`config.mk`:
```
export PLATFORM = sky130hd
export DESIGN_NAME = data_out_read
export DESIGN_NICKNAME = d
export VERILOG_FILES = /design/src/rtl/data_out_read.sv
export SDC_FILE = /design/constraint.sdc
export NUM_CORES = 1
export LEC_CHECK = 0
export BUFFER_PORTS_ARGS = -buffer_cell sky130_fd_sc_hd__clkbuf_2
export CELL_PAD_IN_SITES_DETAIL_PLACEMENT = 1
export CELL_PAD_IN_SITES_GLOBAL_PLACEMENT = 2
export CORE_UTILIZATION = 25
export DETAILED_ROUTE_END_ITERATION = 6
export GPL_TIMING_DRIVEN = 0
export PLACE_DENSITY_LB_ADDON = 0.2
export SETUP_SLACK_MARGIN = 0.02
export SLEW_MARGIN = 10
export SYNTH_ARGS = -nofsm -noshare
export SYNTH_HDL_FRONTEND = slang
export SYNTH_SLANG_ARGS = --single-unit
```
`constraint.sdc`:
```
create_clock -name clk -period 3.03 [get_ports clk]
set_input_delay 0.4545 -clock clk [delete_from_list [all_inputs] [get_ports clk]]
set_output_delay 0.4545 -clock clk [all_outputs]
set_load 0.01 [all_outputs]
```
`src/rtl/data_out_read.sv`:
```
// Streams slices out of the 6-bank ping-pong BRAM set as an AXI4-Stream master.
// Optional DATA_OUT_TUSER_EN adds M_AXIS_TUSER carrying the bank index of each beat.
module data_out_read #(
   parameter int DATA_WIDTH = 64,
   parameter int ADDR_WIDTH = 9,
   parameter int BANK_NUM   = 6
) (
   input  logic                           clk,
   input  logic                           rst,
   input  logic                           start,
   input  logic [2:0]                     layer,
   input  logic [7:0]                     row_deep,
   input  logic [3:0]                     group_num,
   input  logic [9:0]                     slice_num,
   output logic                           busy,
   output logic                           done,
   output logic [BANK_NUM-1:0]            en_rd,
   output logic [ADDR_WIDTH-1:0]          addr_rd,
   input  logic [BANK_NUM*DATA_WIDTH-1:0] data_rd,
   output logic                           M_AXIS_TVALID,
   input  logic                           M_AXIS_TREADY,
   output logic [DATA_WIDTH-1:0]          M_AXIS_TDATA,
`ifdef DATA_OUT_TUSER_EN
   output logic [2:0]                     M_AXIS_TUSER,
`endif
   output logic                           M_AXIS_TLAST
);

`ifdef DATA_OUT_TUSER_EN
   localparam int ENTRY_W = DATA_WIDTH + 4;
`else
   localparam int ENTRY_W = DATA_WIDTH + 1;
`endif

   typedef enum logic [1:0] {IDLE, CONFIG, RUN, DONE} state_t;

   state_t              state_q, state_d;
   logic [7:0]          rowDeep_q, rowDeep_d;
   logic [3:0]          groupNum_q, groupNum_d;
   logic [9:0]          sliceNum_q, sliceNum_d;
   logic [8:0]          offset_q, offset_d;
   logic [7:0]          row_q, row_d;
   logic [2:0]          bank_q, bank_d;
   logic [3:0]          group_q, group_d;
   logic [9:0]          slice_q, slice_d;
   logic                issueDone_q, issueDone_d;
   logic                inFlight_q, inFlight_d;
   logic                inflightLast_q, inflightLast_d;
   logic [2:0]          inflightBank_q, inflightBank_d;
   logic [ENTRY_W-1:0]  mem_q [2];
   logic [ENTRY_W-1:0]  mem_d [2];
   logic                wrPtr_q, wrPtr_d;
   logic                rdPtr_q, rdPtr_d;
   logic [1:0]          fifoCnt_q, fifoCnt_d;

   logic                pop;
   logic                issue;
   logic                issueLast;
   logic                sliceWrap;
   logic [2:0]          pending;
   logic [8:0]          layerOffset;
   logic [12:0]         addrSum;
   logic [ENTRY_W-1:0]  pushEntry;
   logic [ENTRY_W-1:0]  headEntry;

   always_comb begin
      case (layer)
         3'd1:    layerOffset = 9'd256;
         3'd2:    layerOffset = 9'd128;
         3'd3:    layerOffset = 9'd64;
         3'd4:    layerOffset = 9'd32;
         default: layerOffset = 9'd0;
      endcase
   end

   // A read may only be launched if the FIFO is guaranteed a free slot when its data lands.
   assign pop       = M_AXIS_TVALID && M_AXIS_TREADY;
   assign pending   = {1'b0, fifoCnt_q} + {2'b0, inFlight_q};
   assign issue     = (state_q == RUN) && !issueDone_q && (pending < (3'd2 + {2'b0, pop}));
   assign issueLast = (row_q == rowDeep_q) && (bank_q == 3'(BANK_NUM - 1))
                      && (group_q == groupNum_q - 4'd1);
   assign sliceWrap = (slice_q == sliceNum_q - 10'd1);

   assign addrSum = 13'({slice_q[0], 8'd0}) + (13'(group_q) * 13'(offset_q)) + 13'(row_q);
   assign addr_rd = addrSum[ADDR_WIDTH-1:0];
   assign en_rd   = issue ? (BANK_NUM'(1) << bank_q) : '0;

`ifdef DATA_OUT_TUSER_EN
   assign pushEntry = {inflightBank_q, inflightLast_q,
                       data_rd[int'(inflightBank_q)*DATA_WIDTH +: DATA_WIDTH]};
`else
   assign pushEntry = {inflightLast_q, data_rd[int'(inflightBank_q)*DATA_WIDTH +: DATA_WIDTH]};
`endif

   assign headEntry     = mem_q[rdPtr_q];
   assign M_AXIS_TVALID = (fifoCnt_q != 2'd0);
   assign M_AXIS_TDATA  = headEntry[DATA_WIDTH-1:0];
   assign M_AXIS_TLAST  = headEntry[DATA_WIDTH];
`ifdef DATA_OUT_TUSER_EN
   assign M_AXIS_TUSER  = headEntry[DATA_WIDTH+3:DATA_WIDTH+1];
`endif

   assign busy = (state_q == CONFIG) || (state_q == RUN);
   assign done = (state_q == DONE);

   always_comb begin
      state_d = state_q;
      case (state_q)
         IDLE:    if (start) state_d = CONFIG;
         CONFIG:  state_d = RUN;
         RUN:     if (issueDone_q && !inFlight_q && (fifoCnt_q == 2'd1) && pop) state_d = DONE;
         DONE:    state_d = IDLE;
         default: state_d = IDLE;
      endcase
   end

   // Issue-side counters walk row, bank, group, slice with row innermost.
   always_comb begin
      rowDeep_d      = rowDeep_q;
      groupNum_d     = groupNum_q;
      sliceNum_d     = sliceNum_q;
      offset_d       = offset_q;
      row_d          = row_q;
      bank_d         = bank_q;
      group_d        = group_q;
      slice_d        = slice_q;
      issueDone_d    = issueDone_q;
      inFlight_d     = issue;
      inflightLast_d = issue ? issueLast : inflightLast_q;
      inflightBank_d = issue ? bank_q : inflightBank_q;
      if ((state_q == IDLE) && start) begin
         rowDeep_d  = row_deep;
         groupNum_d = (group_num == 4'd0) ? 4'd1 : group_num;
         sliceNum_d = (slice_num == 10'd0) ? 10'd1 : slice_num;
         offset_d   = layerOffset;
      end
      if (state_q == CONFIG) begin
         row_d       = 8'd0;
         bank_d      = 3'd0;
         group_d     = 4'd0;
         slice_d     = 10'd0;
         issueDone_d = 1'b0;
      end else if (issue) begin
         row_d = row_q + 8'd1;
         if (row_q == rowDeep_q) begin
            row_d  = 8'd0;
            bank_d = bank_q + 3'd1;
            if (bank_q == 3'(BANK_NUM - 1)) begin
               bank_d  = 3'd0;
               group_d = group_q + 4'd1;
               if (group_q == groupNum_q - 4'd1) begin
                  group_d = 4'd0;
                  slice_d = slice_q + 10'd1;
                  if (sliceWrap) begin
                     slice_d     = 10'd0;
                     issueDone_d = 1'b1;
                  end
               end
            end
         end
      end
   end

   always_comb begin
      mem_d     = mem_q;
      wrPtr_d   = wrPtr_q;
      rdPtr_d   = rdPtr_q;
      fifoCnt_d = fifoCnt_q;
      if (inFlight_q) begin
         mem_d[wrPtr_q] = pushEntry;
         wrPtr_d        = ~wrPtr_q;
      end
      if (pop) rdPtr_d = ~rdPtr_q;
      fifoCnt_d = fifoCnt_q + {1'b0, inFlight_q} - {1'b0, pop};
   end

   always_ff @(posedge clk) begin
      if (rst) begin
         state_q        <= IDLE;
         rowDeep_q      <= '0;
         groupNum_q     <= '0;
         sliceNum_q     <= '0;
         offset_q       <= '0;
         row_q          <= '0;
         bank_q         <= '0;
         group_q        <= '0;
         slice_q        <= '0;
         issueDone_q    <= 1'b0;
         inFlight_q     <= 1'b0;
         inflightLast_q <= 1'b0;
         inflightBank_q <= '0;
         mem_q[0]       <= '0;
         mem_q[1]       <= '0;
         wrPtr_q        <= 1'b0;
         rdPtr_q        <= 1'b0;
         fifoCnt_q      <= '0;
      end else begin
         state_q        <= state_d;
         rowDeep_q      <= rowDeep_d;
         groupNum_q     <= groupNum_d;
         sliceNum_q     <= sliceNum_d;
         offset_q       <= offset_d;
         row_q          <= row_d;
         bank_q         <= bank_d;
         group_q        <= group_d;
         slice_q        <= slice_d;
         issueDone_q    <= issueDone_d;
         inFlight_q     <= inFlight_d;
         inflightLast_q <= inflightLast_d;
         inflightBank_q <= inflightBank_d;
         mem_q[0]       <= mem_d[0];
         mem_q[1]       <= mem_d[1];
         wrPtr_q        <= wrPtr_d;
         rdPtr_q        <= rdPtr_d;
         fifoCnt_q      <= fifoCnt_d;
      end
   end

endmodule
```
==> flow_metrics.env, run 1 <==
export IMPL_status="finished, violations left"
export IMPL_violations="negative setup slack"
export IMPL_drt_iter0_markers=409
export IMPL_fin_skew_ns=0.0150
export IMPL_finalSetupViolations=2
export IMPL_num_nets_final=2122
export IMPL_synth_main_ff_cell="dfxtp_1"
export IMPL_power_uw=8000
export IMPL_fmax_mhz=280
export IMPL_regArea_um2=3880
export IMPL_synth_fp_nets=1606
export IMPL_drc=0
export IMPL_layout_setup_ws_ns=-0.539
export IMPL_h_tree_depth=4
export IMPL_endpoint_kind="output pin"
export IMPL_layout_drive_gt1_share=0.460
export IMPL_place_inst=2256
export IMPL_vias=11100
export IMPL_grt_pass1_vias=11800
export IMPL_power_density_nw_per_um2=527
export IMPL_ir_worst_vdd_v=0.000384
export IMPL_reg2regPathDepth=5
export IMPL_io_pin_count=496
export IMPL_start_util=0.254
export IMPL_critPathArrivalTime_ns=3.11
export IMPL_synth_async_reset_ratio=0
export IMPL_core_area_um2=44400
export IMPL_synth_area_per_cell_um2=9.65
export IMPL_min_period_ns=3.57
export IMPL_synth_seq_cells=193
export IMPL_overflow=0
export IMPL_antenna_diode_count=0
export IMPL_track_usage=0.214
export IMPL_antenna_found_initial=1
export IMPL_crit_required_ns=2.58
export IMPL_synth_edf_count=0
export IMPL_wl_met1_um=21700
export IMPL_rsz0062_at_grt="yes"
export IMPL_hold_end="rowDeep_q[0]$_SDFFE_PP0P_"
export IMPL_die_w_um=214
export IMPL_final_cell_mix="clkbuf_2 (496), dfxtp_1 (188), nand2_1 (136)"
export IMPL_rrSetupSlack_ns=0.18
export IMPL_dieArea_um2=46000
export IMPL_grt_pass1_wl_um=74000
export IMPL_drt_wl_total_um=49700
export IMPL_post_drt_wl_per_cell_um=21.7
export IMPL_multi_input_comb_area_um2=6970
export IMPL_yosysSeqAreaShare=0.342
export IMPL_yosysWarnings=0
export IMPL_stdcell_count=2291
export IMPL_cts_buffers=17
export IMPL_die_h_um=214
export IMPL_via_per_inst=4.85
export IMPL_synthCells=1170
export IMPL_routabilityCongestion=0.900
export IMPL_cts_tree="done"
export IMPL_r2r_end="mem_q[114]$_SDFFE_PP0P_"
export IMPL_tightest_slew_ns=0.952
export IMPL_routed_wl_met3_um=2210
export IMPL_top_layer="met5"
export IMPL_cts_buffer_depth=2
export IMPL_n_fill_cell=5264
export IMPL_hold_violations=0
export IMPL_cp_max_fo=2
export IMPL_tns_ns=-0.604
export IMPL_path_clk_slew_ns=0.08
export IMPL_synth_area_um2=11300
export IMPL_hp_class="input pin to register"
export IMPL_drv_cap=0
export IMPL_final_common_cell="clkbuf_2"
export IMPL_area_delta_synth_final_pct=34.4
export IMPL_drtAntennaViolNets=0
export IMPL_period_share=1.18
export IMPL_p_leak_uw=0.00631
export IMPL_rows=77
export IMPL_critPathKind="register to output pin"
export IMPL_postLayoutCellArea_um2=15200
export IMPL_dr_pass1_iters=4
export IMPL_place_area_um2=14500
export IMPL_io_buffers=494
export IMPL_startpoint_type="register"
export IMPL_report_final_slew_viol_count=0
export IMPL_root_buffer="clkbuf_16"
export IMPL_ys_types=63
export IMPL_postCtsHoldBufs=0
export IMPL_dr_wl_met2_um=24700
export IMPL_whs_path_depth=3
export IMPL_worstHoldStart="row_deep[0]"
export IMPL_grt_max_degree=20
export IMPL_relSlewSlack=0.365
export IMPL_hpwlAfterDp_um=40600
export IMPL_clock_sink_count=193
export IMPL_r2r_start="inflightBank_q[1]$_SDFFE_PP0P_"
export IMPL_clock_latency_ns=0.45
==> synthesized netlist by cell type, types with 6 or more instances <==
cell type / n / area [um2]
ha_1: 21 / 263
xnor2_1: 25 / 219
a21oi_1: 36 / 180
mux4_2: 64 / 1440
nor3_1: 7 / 35.0
clkbuf_1: 79 / 297
nand2_1: 137 / 514
nand3_1: 7 / 35.0
nor2_1: 102 / 383
inv_1: 22 / 82.6
o21ai_0: 70 / 350
buf_2: 14 / 70.1
xor2_1: 21 / 184
and2_1: 8 / 50.1
a211oi_1: 66 / 495
a22oi_1: 64 / 480
nor4_1: 6 / 37.5
mux2_2: 130 / 1460
o211ai_1: 6 / 45.0
dfxtp_1: 193 / 3860
or2_2: 6 / 37.5
==> sequential cells by signal (all words and copies together), names as in the netlist <==
| signal | cells |
|---|---|
| slice_q | 10 |
| rdPtr_q | 1 |
| inflightLast_q | 1 |
| issueDone_q | 1 |
| fifoCnt_q | 2 |
| row_q | 8 |
| wrPtr_q | 1 |
| mem_q | 130 |
| state_q | 2 |
| group_q | 4 |
| bank_q | 3 |
| groupNum_q | 4 |
| inFlight_q | 1 |
| rowDeep_q | 8 |
| inflightBank_q | 3 |
| sliceNum_q | 10 |
| offset_q | 4 |
==> worst max path at each step <==
stage                                    from                       to  slack, ns
2_1_floorplan        offset_q[5]$_SDFFE_PP0P_               addr_rd[8]       0.02
3_3_place_gp   inflightBank_q[1]$_SDFFE_PP0P_  mem_q[114]$_SDFFE_PP0P_      -0.30
3_5_place_dp   inflightBank_q[1]$_SDFFE_PP0P_  mem_q[114]$_SDFFE_PP0P_      -0.29
4_1_cts               group_q[1]$_SDFFE_PP0P_               addr_rd[8]      -0.66
5_1_grt               group_q[2]$_SDFFE_PP0P_               addr_rd[8]      -0.64
6_report              group_q[2]$_SDFFE_PP0P_               addr_rd[8]      -0.54
==> cell type report <==
| type | instances | area share |
|---|---|---|
| multi-input cells | 854 | 0.460 |
| plain buffers | 98 | 0.0275 |
| well taps | 592 | 0.0488 |
| inverters | 23 | 0.00569 |
| repair buffers | 499 | 0.166 |
| flip-flops and latches | 193 | 0.256 |
| clock inverters | 13 | 0.00783 |
| clock buffers | 19 | 0.0292 |
==> metal layers <==
metal	GRT usage	vias up
li1	-	5337
met2	0.370	282
met4	0.0574	2
met3	0.0445	44
met5	0	-
met1	0.267	5435
==> critical path, stage by stage, from the launching register on <==
cell	delay, ns
dfxtp_4	0.35
and2_4	0.16
ha_4	0.24
ha_4	0.26
inv_2	0.03
fa_1	0.48
inv_1	0.05
fa_2	0.35
xnor2_2	0.15
xnor2_1	0.17
xnor2_1	0.15
xnor2_1	0.14
buf_2	0.15
==> cells by family after synthesis <==
group | synth area share
flops | 0.342
buf+inv | 0.0448
mux | 0.260
compound gates | 0.160
simple gates | 0.131
xor+xnor | 0.0357
fa+ha+maj | 0.0268
==> metrics by stage <==
stage	util	hold WS (ns)	setup WS (ns)
after floorplan	-	0.420	0.0165
after global placement	0.327	0.428	-0.301
after detailed placement	0.327	0.439	-0.295
after CTS	0.341	0.204	-0.659
after global routing	0.342	0.218	-0.643
final	0.342	0.226	-0.539
==> power breakdown <==
group / total, uW / internal, uW / switching [uW]
logic: 2730 / 1190 / 1540
registers: 3030 / 2820 / 216
clock network: 2230 / 1110 / 1130
==> timing repair <==
item | 4_1_cts | 5_1_grt
setup endpoints to repair | 66 | 6
pin swaps | 8 | 9
setup buffers | 4 | 1
endpoints found under the hold margin | 0 | 0
resized for setup | 16 | 6
Note: power is estimated with default switching activity, not from simulation.
==> run 2: changes to the inputs <==
Settings changed: CORE_MARGIN set to 10.
==> run 2 against run 1 <==
The run still ends with negative setup slack left. Critical path depth did not move. Cell area rose by 0.21%. Flip-flop and latch count did not move. Utilization rose by 0.073 points. Clock power rose by 5%. Die area rose by 17%. Fmax fell by 1.4%. Sequential power barely moved. Setup slack got worse by 0.051 ns. Cell count did not move. Critical path type unchanged. Critical endpoint unchanged. Highest routed layer unchanged.
==> flow_metrics.env, run 2 (synthesis gave the netlist of run 1 again) <==
export IMPL_die_h_um=232
export IMPL_path_clk_slew_ns=0.07
export IMPL_min_period_ns=3.62
export IMPL_p_sw_uw=2840
export IMPL_dieArea_um2=54000
export IMPL_hold_violations=0
export IMPL_layout_setup_ws_ns=-0.591
export IMPL_drc=0
export IMPL_critPathKind="register to output pin"
export IMPL_drtAntennaViolNets=0
export IMPL_clock_sink_count=193
export IMPL_cts_buffers=17
export IMPL_core_area_um2=44400
export IMPL_drv_cap=0
export IMPL_cts_tree="done"
export IMPL_p_comb_frac=0.337
export IMPL_whs_path_depth=3
export IMPL_root_buffer="clkbuf_16"
export IMPL_vias=11100
export IMPL_crit_required_ns=2.58
export IMPL_p_leak_uw=0.00632
export IMPL_hold_end="rowDeep_q[5]$_SDFFE_PP0P_"
export IMPL_cts_buffer_depth=2
export IMPL_finalSetupViolations=2
export IMPL_via_per_inst=4.85
export IMPL_tightest_slew_ns=0.835
export IMPL_routabilityCongestion=0.830
export IMPL_antenna_found_initial=2
export IMPL_final_common_cell="clkbuf_2"
export IMPL_layout_drive_gt1_share=0.461
export IMPL_io_pin_count=496
export IMPL_area_delta_synth_final_pct=34.7
export IMPL_power_density_nw_per_um2=533
export IMPL_postCtsHoldBufs=0
export IMPL_post_drt_wl_per_cell_um=23.2
export IMPL_cp_max_fo=2
export IMPL_report_final_slew_viol_count=0
export IMPL_postLayoutCellArea_um2=15200
export IMPL_rrSetupSlack_ns=0.38
export IMPL_num_nets_final=2122
export IMPL_dr_pass1_iters=4
export IMPL_r2r_end="slice_q[6]$_SDFFE_PP0P_"
export IMPL_swShare=0.350
export IMPL_grt_max_degree=20
export IMPL_period_share=1.19
export IMPL_clock_latency_ns=0.46
export IMPL_tns_ns=-0.639
export IMPL_rows=77
export IMPL_worstHoldStart="row_deep[5]"
export IMPL_place_area_um2=14500
export IMPL_drt_wl_total_um=53200
export IMPL_rsz0062_at_grt="yes"
export IMPL_drt_iter0_markers=473
export IMPL_grt_pass1_wl_um=78200
export IMPL_reg_top3="mem_q x130, sliceNum_q x10, slice_q x10"
export IMPL_start_util=0.254
export IMPL_overflow=0
export IMPL_final_cell_mix="clkbuf_2 (496), dfxtp_1 (188), nand2_1 (137)"
export IMPL_reg2regPathDepth=9
export IMPL_crit_path_frequent_cell="xnor2_1"
export IMPL_largest_reg_flops=130
export IMPL_fmax_mhz=276
export IMPL_r2r_start="sliceNum_q[0]$_SDFFE_PP0P_"
export IMPL_slowest_stage="fa_1"
export IMPL_die_w_um=232
export IMPL_io_buffers=494
export IMPL_hpwlAfterDp_um=44400
export IMPL_violations="negative setup slack"
export IMPL_critPathArrivalTime_ns=3.17
export IMPL_clkPwrFrac=0.290
export IMPL_startpoint_type="register"
export IMPL_p_int_uw=5280
export IMPL_hp_class="input pin to register"
export IMPL_grt_pass1_vias=12500
export IMPL_ir_worst_vdd_v=0.000383
export IMPL_n_fill_cell=5228
export IMPL_endpoint_kind="output pin"
export IMPL_startpoint="offset_q[6]$_SDFFE_PP0P_"
export IMPL_relSlewSlack=0.443
export IMPL_fin_skew_ns=0.0176
export IMPL_status="finished, violations left"
export IMPL_seqPwrFrac=0.374
export IMPL_max_stage_delay_ns=0.49
export IMPL_largest_register="mem_q"
export IMPL_antenna_diode_count=0
export IMPL_track_usage=0.191
export IMPL_path_cells="and2_4 -> ha_4 -> ha_4 -> inv_2 -> fa_1 -> inv_2 -> fa_2 -> xnor2_2 -> xnor2_1 -> xnor2_1 -> xnor2_1 -> buf_2"
export IMPL_h_tree_depth=4
[run 2: cell types whose count changed in the layout (fill, tap and decap cells not counted), sizes merged]
cell | before | now
bufinv | 0 | 2
clkbuf | 588 | 590
inv | 30 | 26
[run 2: power groups by stage]
stage / clock [uW] / combinational [uW] / sequential [uW]
global placement: 0 / 2740 / 3080
global route: 2500 / 3020 / 3070
floorplan: 0 / 1670 / 3020
finish: 2350 / 2730 / 3030
CTS: 2420 / 2800 / 3030
detailed placement: 0 / 2780 / 3090
[run 2: worst max-delay path by stage]
stage                               to  slack, ns  depth (start not counted)
3_5_place_dp   mem_q[114]$_SDFFE_PP0P_      -0.30                          5
3_3_place_gp   mem_q[114]$_SDFFE_PP0P_      -0.32                          5
6_report                    addr_rd[8]      -0.59                         12
2_1_floorplan               addr_rd[8]       0.02                         11
5_1_grt                     addr_rd[8]      -0.73                         12
4_1_cts                     addr_rd[8]      -0.72                         12
[run 2: critical path: cells and delay by family, from the launching register on]
family / cells / cell delay (ns)
buf+inv: 3 / 0.24
xor+xnor: 4 / 0.65
flops: 1 / 0.33
simple gates: 1 / 0.16
fa+ha+maj: 4 / 1.33
[run 2: per-stage QoR]
step | instances | setup WS, ns | total power [uW] | utilization | hold WS [ns]
global placement | 2256 | -0.319 | 5820 | 0.327 | 0.428
floorplan | 1170 | 0.0165 | 4700 | - | 0.420
global route | 2291 | -0.726 | 8600 | 0.342 | 0.216
finish | 2291 | -0.591 | 8110 | 0.342 | 0.219
CTS | 2291 | -0.716 | 8250 | 0.342 | 0.201
detailed placement | 2256 | -0.304 | 5870 | 0.327 | 0.439
[run 2: area by class of cell]
class / count / area (um2) / share of cell area
clock buffers: 21 / 460 / 0.0303
flip-flops and latches: 193 / 3870 / 0.255
inverters: 23 / 86.3 / 0.00568
well taps: 592 / 741 / 0.0487
multi-input cells: 854 / 6980 / 0.459
clock inverters: 11 / 129 / 0.00848
plain buffers: 99 / 424 / 0.0279
repair buffers: 498 / 2510 / 0.165
[run 2: layer usage]
layer	track usage	vias up	share of wire
met5	0	-	0.00049
met4	0.0554	4	0.021
met3	0.0544	46	0.065
met2	0.336	286	0.51
met1	0.221	5455	0.40
li1	-	5322	-
[run 2: repair_timing]
action / in CTS / in global routing
endpoints found under the setup margin: 73 / 8
gates cloned: 0 / 0
buffers inserted: 4 / 0
pin swaps: 8 / 5
gates resized for setup: 16 / 12
==> run 3: changes to the inputs <==
Settings changed: CELL_PAD_IN_SITES_DETAIL_PLACEMENT 1 to not set, CELL_PAD_IN_SITES_GLOBAL_PLACEMENT 2 to not set, CORE_AREA set to 10 10 187 189, CORE_MARGIN 10 to not set, CORE_UTILIZATION 25 to not set, DIE_AREA set to 0 0 197 199.
==> run 3 against run 2 <==
The flow still finishes with violations (negative setup slack). Non-clock buffer count unchanged. Flip-flop and latch count unchanged. Clock skew up 0.0017 ns. Die area down 27%. Clock power about the same. Setup slack better by 0.036 ns.
==> flow_metrics.env, run 3 (synthesis gave the netlist of run 1 again) <==
export IMPL_status="finished, violations left"
export IMPL_violations="negative setup slack"
export IMPL_critPathArrivalTime_ns=3.13
export IMPL_grt_pass1_vias=11700
export IMPL_top_usage_layer="met2"
export IMPL_routabilityCongestion=0.910
export IMPL_postCtsHoldBufs=0
export IMPL_clock_latency_ns=0.44
export IMPL_fmax_mhz=279
export IMPL_clkPwrFrac=0.291
export IMPL_grt_pass1_wl_um=72800
export IMPL_stdcell_count=2107
export IMPL_largest_reg_flops=130
export IMPL_power_density_nw_per_um2=536
export IMPL_root_buffer="clkbuf_16"
export IMPL_p_sw_uw=2880
export IMPL_vias=11100
export IMPL_startpoint_type="register"
export IMPL_final_common_cell="clkbuf_2"
export IMPL_cts_buffers=17
export IMPL_drc=0
export IMPL_r2r_end="mem_q[103]$_SDFFE_PP0P_"
export IMPL_io_pin_count=496
export IMPL_layout_drive_gt1_share=0.459
export IMPL_dr_pass1_iters=5
export IMPL_endpoint_kind="output pin"
export IMPL_antenna_found_initial=7
export IMPL_layout_setup_ws_ns=-0.555
export IMPL_dieArea_um2=39200
export IMPL_num_nets_final=2122
export IMPL_cts_tree="done"
export IMPL_grt_util_met3=0.0605
export IMPL_report_final_slew_viol_count=0
export IMPL_drv_cap=0
export IMPL_finalSetupViolations=2
export IMPL_critPathKind="register to output pin"
export IMPL_core_area_um2=31200
export IMPL_place_inst=2066
export IMPL_swShare=0.358
export IMPL_track_usage=0.245
export IMPL_n_fill_cell=3111
export IMPL_place_ws_ns=-0.204
export IMPL_min_period_ns=3.58
export IMPL_p_int_uw=5160
export IMPL_cp_max_fo=6
export IMPL_via_per_inst=5.28
export IMPL_grt_max_degree=22
export IMPL_overflow=0
export IMPL_clock_sink_count=193
export IMPL_r2r_start="inflightBank_q[1]$_SDFFE_PP0P_"
export IMPL_p_comb_frac=0.333
export IMPL_ir_worst_vdd_v=0.000347
export IMPL_drt_iter0_markers=661
export IMPL_path_clk_slew_ns=0.09
export IMPL_worstHoldStart="row_deep[4]"
export IMPL_reg2regPathDepth=5
export IMPL_whs_path_depth=3
export IMPL_io_buffers=494
export IMPL_drtAntennaViolNets=0
export IMPL_start_util=0.361
export IMPL_rrSetupSlack_ns=0.20
export IMPL_seqPwrFrac=0.376
export IMPL_power_uw=8040
export IMPL_largest_register="mem_q"
export IMPL_p_leak_uw=0.00633
export IMPL_crit_required_ns=2.58
export IMPL_reg_top3="mem_q x130, sliceNum_q x10, slice_q x10"
export IMPL_hold_end="rowDeep_q[4]$_SDFFE_PP0P_"
export IMPL_die_w_um=197
export IMPL_relSlewSlack=0.324
export IMPL_drt_wl_total_um=49900
export IMPL_tightest_slew_ns=1.01
export IMPL_gr_usage_met1=0.294
export IMPL_hpwlAfterDp_um=41500
export IMPL_rsz0062_at_grt="yes"
export IMPL_hold_ws_ns=0.226
export IMPL_post_drt_wl_per_cell_um=23.7
export IMPL_h_tree_depth=4
export IMPL_rows=65
export IMPL_met2_usage=0.433
export IMPL_die_h_um=199
export IMPL_cts_buffer_depth=2
export IMPL_area_delta_synth_final_pct=32.8
export IMPL_hold_violations=0
export IMPL_hp_class="input pin to register"
export IMPL_fin_skew_ns=0.0194
export IMPL_period_share=1.18
export IMPL_final_cell_mix="clkbuf_2 (496), dfxtp_1 (189), nand2_1 (136)"
-- run 3: cell count changes in the layout (fill, tap and decap cells not counted), moves of 2 or more --
cell / delta
inv_12: +2
and2_1: +2
clkinv_2: -2
clkinv_8: +5
diode_2: +6
and2_4: -2
inv_8: +3
bufinv_16: -2
-- run 3: worst max-delay path by stage --
stage,start,endpoint,slack [ns],depth (start not counted)
3_3_place_gp,group_q[2]$_SDFFE_PP0P_,addr_rd[8],-0.20,12
3_5_place_dp,group_q[2]$_SDFFE_PP0P_,addr_rd[8],-0.20,12
6_report,group_q[1]$_SDFFE_PP0P_,addr_rd[8],-0.55,11
4_1_cts,group_q[1]$_SDFFE_PP0P_,addr_rd[8],-0.63,12
2_1_floorplan,offset_q[5]$_SDFFE_PP0P_,addr_rd[8],0.02,11
5_1_grt,group_q[1]$_SDFFE_PP0P_,addr_rd[8],-0.73,12
-- run 3: layer usage --
metal | wire length [um] | up-vias
met4 | 728 | 2
met3 | 3140 | 34
met1 | 20200 | 5380
met5 | 13 | -
li1 | - | 5347
met2 | 25700 | 357
-- run 3: timing repair --
| item | in CTS | in global routing |
|---|---|---|
| setup endpoints to repair | 69 | 12 |
| buffers inserted | 4 | 0 |
| pin swaps | 7 | 4 |
| gates resized for setup | 12 | 5 |
| gates cloned | 0 | 0 |
-- run 3: power by group through the flow --
stage | clock (uW) | sequential (uW) | combinational, uW
detailed placement | 0 | 3080 | 2680
finish | 2340 | 3020 | 2680
global placement | 0 | 3070 | 2660
CTS | 2380 | 3020 | 2690
global route | 2480 | 3060 | 2940
floorplan | 0 | 3020 | 1670
-- run 3: worst max-delay path: stages (launching register included) --
cell and delay (ns):
dfxtp_4 0.36, buf_4 0.16, and2_1 0.16, ha_1 0.29
ha_1 0.29, ha_1 0.23, fa_2 0.42, xnor2_2 0.14
xnor2_1 0.18, xnor2_1 0.16, xnor2_1 0.14, buf_2 0.16
-- run 3: cell type report --
class                   count  area, um2  area share
well taps                 402        503      0.0335
clock buffers              18        439      0.0293
diodes                      6       15.0     0.00100
clock inverters            14        181      0.0121
inverters                  23       86.3     0.00576
plain buffers              99        420      0.0280
repair buffers            498       2510       0.167
multi-input cells         854       6970       0.465
flip-flops and latches    193       3870       0.258
-- run 3: stage by stage --
stage          utilization  instance area (um2)  setup TNS [ns]
2_1_floorplan            -                11300               0
3_3_place_gp         0.457                14300          -0.198
3_5_place_dp         0.457                14300           -1.50
4_1_cts              0.479                15000          -0.716
5_1_grt              0.480                15000          -0.858
6_report             0.480                15000          -0.586
